<file path="src/rtl/ser4_pkg.sv">
`default_nettype none
// ============================================================================
// Module   : ser4_pkg
// Brief    : Shared types and constants for the 4-bit serial frame controller.
// Revision : 1.0 - initial release
// ============================================================================
package ser4_pkg;

  localparam int DW          = 4;
  localparam int DIV_DEFAULT = 4;

  typedef enum logic [2:0] {
    IDLE   = 3'd0,
    START  = 3'd1,
    DATA   = 3'd2,
    PARITY = 3'd3,
    STOP   = 3'd4
  } state_t;

endpackage
`default_nettype wire

</file>
<file path="src/rtl/ser4_bitdiv.sv">
`default_nettype none
// ============================================================================
// Module   : ser4_bitdiv
// Brief    : Bit-period divider; o_tick marks the last cycle of each period.
// Revision : 1.0 - initial release
// ============================================================================
module ser4_bitdiv #(
  parameter int DIV = 4
) (
  input  logic clk,
  input  logic rst,
  input  logic i_restart,
  output logic o_tick
);

  localparam logic [7:0] c_last = 8'(DIV - 1);

  logic [7:0] r_cnt;

  assign o_tick = (r_cnt == c_last);

  // Restart holds the count at zero so the first cycle of a period is count 0.
  always_ff @(posedge clk or posedge rst) begin
    if (rst) begin
      r_cnt <= 8'd0;
    end else if (i_restart || o_tick) begin
      r_cnt <= 8'd0;
    end else begin
      r_cnt <= r_cnt + 8'd1;
    end
  end

endmodule
`default_nettype wire

</file>
<file path="src/rtl/ser4_ctrl.sv">
`default_nettype none
// ============================================================================
// Module   : ser4_ctrl
// Brief    : Frame controller driving an external 4-bit load/shift register.
//            Define SER4_PARITY_EN to add an even-parity bit before STOP.
// Revision : 1.0 - initial release
// ============================================================================
module ser4_ctrl
  import ser4_pkg::*;
#(
  parameter int DIV = DIV_DEFAULT
) (
  input  logic          clk,
  input  logic          rst,
  input  logic          in_valid,
  input  logic [DW-1:0] in_data,
  output logic          in_ready,
  output logic          ld,
  output logic          sh,
  output logic          sh_in,
  output logic [DW-1:0] d,
  input  logic          q0,
  output logic          tx,
  output logic          busy,
  output logic          done
);

  state_t     r_state;
  state_t     w_next;
  logic [1:0] r_bit;
  logic       w_tick;
  logic       w_xfer;
  logic       w_tx;
`ifdef SER4_PARITY_EN
  logic       r_par;
`endif

  ser4_bitdiv #(
    .DIV (DIV)
  ) u_bitdiv (
    .clk       (clk),
    .rst       (rst),
    .i_restart (r_state == IDLE),
    .o_tick    (w_tick)
  );

  assign in_ready = (r_state == IDLE) && !rst;
  assign w_xfer   = in_valid && in_ready;
  assign ld       = w_xfer;
  assign d        = w_xfer ? in_data : '0;
  assign sh       = (r_state == DATA) && w_tick;
  assign sh_in    = sh;
  assign busy     = (r_state != IDLE);
  assign done     = (r_state == STOP) && w_tick;

  always_comb begin
    w_next = r_state;
    w_tx   = 1'b1;
    case (r_state)
      IDLE: begin
        if (w_xfer) w_next = START;
      end
      START: begin
        w_tx = 1'b0;
        if (w_tick) w_next = DATA;
      end
      DATA: begin
        w_tx = q0;
`ifdef SER4_PARITY_EN
        if (w_tick && (r_bit == 2'd3)) w_next = PARITY;
`else
        if (w_tick && (r_bit == 2'd3)) w_next = STOP;
`endif
      end
`ifdef SER4_PARITY_EN
      PARITY: begin
        w_tx = r_par;
        if (w_tick) w_next = STOP;
      end
`endif
      STOP: begin
        if (w_tick) w_next = IDLE;
      end
      default: w_next = IDLE;
    endcase
  end

  // tx is the registered line value of the current state, one cycle behind it.
  always_ff @(posedge clk or posedge rst) begin
    if (rst) begin
      r_state <= IDLE;
      r_bit   <= 2'd0;
      tx      <= 1'b1;
    end else begin
      r_state <= w_next;
      tx      <= w_tx;
      if (sh) r_bit <= r_bit + 2'd1;
    end
  end

`ifdef SER4_PARITY_EN
  always_ff @(posedge clk or posedge rst) begin
    if (rst) begin
      r_par <= 1'b0;
    end else if (w_xfer) begin
      r_par <= ^in_data;
    end
  end
`endif

endmodule
`default_nettype wire

</file>
<file path="config.mk">
export PLATFORM = sky130hd
export DESIGN_NAME = ser4_ctrl
export DESIGN_NICKNAME = d
export VERILOG_FILES = /design/src/rtl/ser4_pkg.sv /design/src/rtl/ser4_bitdiv.sv /design/src/rtl/ser4_ctrl.sv
export SDC_FILE = /design/constraint.sdc
export NUM_CORES = 1
export LEC_CHECK = 0
export CORE_MARGIN = 2
export CORE_UTILIZATION = 25
export DETAILED_ROUTE_END_ITERATION = 10
export GPL_TIMING_DRIVEN = 0
export MAX_ROUTING_LAYER = met4
export PLACE_DENSITY = 0.46
export SLEW_MARGIN = 20
export SYNTH_ARGS = -nofsm -noshare
export SYNTH_HDL_FRONTEND = slang
export SYNTH_SLANG_ARGS = --single-unit
</file>
<file path="constraint.sdc">
create_clock -name clk -period 2.05 [get_ports clk]
set_input_delay 0.205 -clock clk [delete_from_list [all_inputs] [get_ports clk]]
set_output_delay 0.205 -clock clk [all_outputs]
set_load 0.01 [all_outputs]
</file>
== Yosys cells after proc, flatten, opt, wreduce, memory -nomap -nowiden ==
Index checks and enable logic that the tools add are counted.

* Logic and storage cells: 33
* Flip-flop bits (word level): 14
* Bits of input ports: 8
* Output and inout port bits: 11

* Equal/unequal tests: 9
* Muxes and demuxes: 8
* Reductions and logical operators: 10
* $add $sub $neg: 2

{| class="wikitable"
|+ Operators with widths
! operator !! number
|-
| two-way mux 3 bit || 4
|-
| one-hot mux 3 bit (4 select lines) || 1
|-
| adder 8 x 1 -> 8 bit (second input constant) || 1
|-
| == test 8 x 2 -> 1 bit (second input constant) || 1
|-
| two-way mux 8 bit || 1
|-
| != test 2 x 1 -> 1 bit (second input constant) || 3
|-
| logical AND 1 bit || 5
|-
| two-way mux 4 bit || 1
|-
| AND reduction 4 bit || 1
|-
| == test 3 x 1 -> 1 bit (second input constant) || 1
|-
| == test 3 x 2 -> 1 bit (second input constant) || 1
|-
| == test 3 bit (second input constant) || 1
|-
| zero test 3 bit || 1
|-
| nonzero test 3 bit || 1
|-
| adder 2 x 1 -> 2 bit (second input constant) || 1
|-
| == test 2 bit (second input constant) || 1
|-
| != test 2 bit (second input constant) || 1
|-
| one-hot mux 1 bit (2 select lines) || 1
|-
| zero test 1 bit || 1
|-
| logical OR 1 bit || 1
|}

== Logic depth before layout (Yosys ltp) ==
* Depth in word-level cells: 5
* Depth in mapped cells: 4

== Cells and area by module ==
From an unflattened synthesis, not the netlist that was laid out.

* Cell total of the unflattened synthesis: 81
* Area, all modules: 805.8 µm²

{| class="wikitable"
|+ By module, submodules not included
! module !! times used !! cells an instance !! area an instance (µm²)
|-
| ser4_bitdiv || 1 || 40 || 411.6
|-
| ser4_ctrl || 1 || 41 || 394.1
|}

== Worst setup path after synthesis ==
OpenSTA, ideal clock, no wires.

* Path type: register to output
* From: register u_bitdiv.r_cnt[0]
* To: output done
* Slack: 454 ps
* Buffers on the path: 0
* Stages on the path, launching flop included: 5
* Arrival time: 1391 ps
* Cell sequence: dfrtp_1 -> ha_1 -> nor4b_2 -> nand2_1 -> nor4b_2

* Longest elaborated chain between the ends: 2

{| class="wikitable"
|+ Ends and longest elaborated chain
! element !! line !! text
|-
| from (decl) || ser4_bitdiv.sv:18 || <nowiki>logic [7:0] r_cnt;</nowiki>
|-
| from (signal assigned) || ser4_bitdiv.sv:29 || <nowiki>r_cnt <= r_cnt + 8'd1;</nowiki>
|-
| == test 8 x 2 -> 1 bit || ser4_bitdiv.sv:20 || <nowiki>assign o_tick = (r_cnt == c_last);</nowiki>
|-
| logical AND 1 bit || ser4_ctrl.sv:54 || <nowiki>assign done = (r_state == STOP) && w_tick;</nowiki>
|-
| to (decl) || ser4_ctrl.sv:25 || <nowiki>output logic done</nowiki>
|}

Every way passes these cells.

== Final worst setup path ==
* From: register u_bitdiv.r_cnt[1]
* To: output sh

* Longest elaborated chain between the ends: 2

{| class="wikitable"
|+ Ends and longest elaborated chain
! element !! line !! text
|-
| == test 8 x 2 -> 1 bit || ser4_bitdiv.sv:20 ||
|-
| logical AND 1 bit || ser4_ctrl.sv:51 || <nowiki>assign sh = (r_state == DATA) && w_tick;</nowiki>
|-
| to (decl) || ser4_ctrl.sv:19 || <nowiki>output logic sh,</nowiki>
|}

Every way passes these cells.

==> summary.txt <==
CTS
  – CTS max path bufs: 2
  – H-tree Lvls: 1
  – CTS tree: built
  – Sink Count: 14
  – Worst-path clk slew: 0.09 ns
  – Total CTS buffers: 3
  – CTS root buffer: clkbuf_4
  – Hold-fix buffer count after cts: 0
  – Clock latency on the worst-skew pair: ~0.29 ns

Worst setup path
  – CP required: between 1.5 and 2 ns
  – CP Class: reg2out
  – Worst R2R End: u_bitdiv.r_cnt[7]$_DFF_PP0_
  – CP Capture Type: output port
  – Crit-path slowest cell: dfrtp_1
  – Reg-to-reg critical path startpoint: u_bitdiv.r_cnt[2]$_DFF_PP0_
  – CP max stage delay: approximately 0.4 ns
  – Reg2Reg Setup Slack: approximately 0.41 ns
  – Critical Path Source Type: register
  – CP max FO: 5
  – FF-to-FF path depth: 4
  – Crit path DAT: around 1.7 ns
  – CP cell instances: ha_4, nor4b_4, buf_4, and3_4, clkdlybuf4s15_1

STA
  – Final Cycle Share: 94.0%
  – Maximum clock frequency: roughly 0.52 GHz
  – Fin. Hold Viols: 0
  – RSZ-0062 raised after global routing: no
  – PnR worst setup slack: 0.124 ns
  – Sum Neg Setup Slack: 0 ns
  – Slew Limit Fails: 0
  – Minimum clock period: 1.93 ns
  – Worst-margin pin slew: roughly 0.30 ns
  – Clk_skew: approximately 0.008 ns
  – Setup violators final: 0
  – Hold Slack: 0.312 ns
  – Slew margin rel.: about four fifths

Min path
  – HP Class: in2async

Synthesis
  – Synth warn: 0
  – Post-synthesis net count: 86
  – Syn avg cell area: approximately 10 µm²
  – Post-synth ARST share: 100%
  – Top_reg_cell synth: dfrtp_1
  – EDFF count, synth: 0
  – Synthesized flop and latch total: 14
  – Sequential share of the synthesized area: about 46%
  – Mapped Area: around 770 µm²
  – Post-synth cell types: 34
  – Post-Syn Instances: 76

GRT
  – Initial antenna violation count: 0
  – Global-route wire length before repair: 3000 µm
  – Grt ovf: 0
  – Total track usage: between 10% and 20%
  – Pin count of the biggest net entering global routing: 15
  – Vias in the first global route: roughly 640

Placed design
  – Number of I/O port buffers: 18
  – Gp weighted congestion: a little under 0.7
  – DP HPWL: 1220 µm
  – Pre-CTS setup slack: -0.326 ns

Floorplanning
  – Area of the die: ~3500 µm²
  – Ports: 19
  – Core Region: between 2000 and 3000 µm²
  – Row Count: 20
  – Die X: around 59 µm
  – Starting Density: 25.8%
  – Die Y: roughly 60 µm

Detailed routing
  – Vias per cell: between 4 and 5
  – Avg WL per Cell: 12.8 µm
  – Initial detailed-routing violation count: 9
  – Post-DRT Antenna Nets: 0
  – First-pass iteration count of the detailed router: 4
  – Residual DRC count: 0
  – Via Count: between 600 and 700
  – Post-Route WL: roughly 1800 µm

Run status
  – Status: finished, final reports clean

Pwr
  – Power density cells: 913 nW/µm²
  – P_leak: about 0.53 nW
  – Peak VDD IR: between 0.5 and 0.6 mV
  – Total Power: 1.04 mW

Cells and area
  – Synth-to-Final Area Change: 48.0%
  – Commonest non-fill, non-tap cell in the layout: buf_4
  – Layout cells sized above 1: between 30% and 40%
  – Fin util: 38.2%
  – Commonest non-fill, non-tap cells in the layout: buf_4 (12), dfrtp_1 (10), clkdlybuf4s50_1 (9)
  – Antenna cells: 0
  – Fin nets: 120

Job
  – Max_cap viols: 0
-- cells in the mapped netlist, types with 2 or more instances --
cell | number | area [µm²]
a21o_1 | 2 | 15.0
dfrtp_1 | 13 | 325
o21ai_1 | 2 | 10.0
or3_1 | 3 | 18.8
and3_1 | 2 | 12.5
o21ai_0 | 2 | 10.0
xor2_1 | 3 | 26.3
inv_1 | 3 | 11.3
nand3_1 | 3 | 15.0
ha_1 | 2 | 25.0
a21oi_1 | 5 | 25.0
nor2_1 | 6 | 22.5
and2_1 | 4 | 25.0
nor2b_1 | 2 | 12.5
nand2_1 | 4 | 15.0
nor4b_2 | 2 | 30.0
-- layer usage --
| layer | track usage (%) | vias to the layer above | routed length [µm] |
|---|---|---|---|
| li1 | - | 336 | - |
| met1 | 15.0 | 320 | 930 |
| met2 | 18.1 | 11 | 788 |
| met3 | 3.28 | 5 | 58 |
| met4 | 5.84 | 0 | 38 |
| met5 | - | - | 0 |
-- sequential cells by signal, summed over array words and instances (netlist names) --
signal / flops
r_bit: 2
u_bitdiv.r_cnt: 8
r_state: 3
tx: 1
-- worst max path at each step --
stage / start / to / slack [ns] / cells after the start
finish: u_bitdiv.r_cnt[1]$_DFF_PP0_ / sh / 0.12 / 5
global route: u_bitdiv.r_cnt[1]$_DFF_PP0_ / sh / 0.01 / 5
CTS: u_bitdiv.r_cnt[0]$_DFF_PP0_ / sh_in / 0.04 / 6
detailed placement: rst / d[1] / -0.33 / 6
global placement: rst / d[1] / -0.32 / 6
floorplan: u_bitdiv.r_cnt[0]$_DFF_PP0_ / done / 0.45 / 4
-- per-stage QoR --
stage | instances | cell area [µm²]
2_1_floorplan | 76 | 768
3_3_place_gp | 127 | 990
4_1_cts | 140 | 1120
5_1_grt | 142 | 1140
6_report | 142 | 1140
3_5_place_dp | 127 | 990
-- final cells by class --
cell class,instances,area [µm²]
fill,308,1840
multi-input combinational,57,428
sequential,14,355
timing repair buffer,29,249
tap,33,41.3
clock buffer,4,36.3
inverter,3,15.0
buffer,2,12.5
-- logic make-up after synthesis --
group	count (synthesis)	share of synthesized area, %
AOI/OAI and AO/OA	14	11.1
xor gates and xnor gates	3	3.42
adders and majority gates	2	3.26
buffers and inverters	5	3.09
DFF	14	45.8
muxes	1	1.95
and+or+nand+nor	37	31.4
-- critical path, delay by kind of cell (launching register included) --
kind                     cells  cell delay, ns
adder cells (fa/ha/maj)      1            0.18
AND/OR/NAND/NOR              2            0.43
flip-flops                   1            0.41
buffers and inverters        2            0.41
-- timing repair --
action / in CTS / in global routing
buffers inserted: 9 / 2
resized for setup: 17 / 7
pin swaps: 1 / 1
setup endpoints to repair: 10 / 4
-- power by group --
group	leakage, nW	internal, mW	switching [mW]
Clock	0.0210	0.108	0.0984
Sequential	0.182	0.337	0.0596
Combinational	0.331	0.243	0.192
Total	0.534	0.688	0.350
Note: power is estimated with default switching activity, not from simulation.
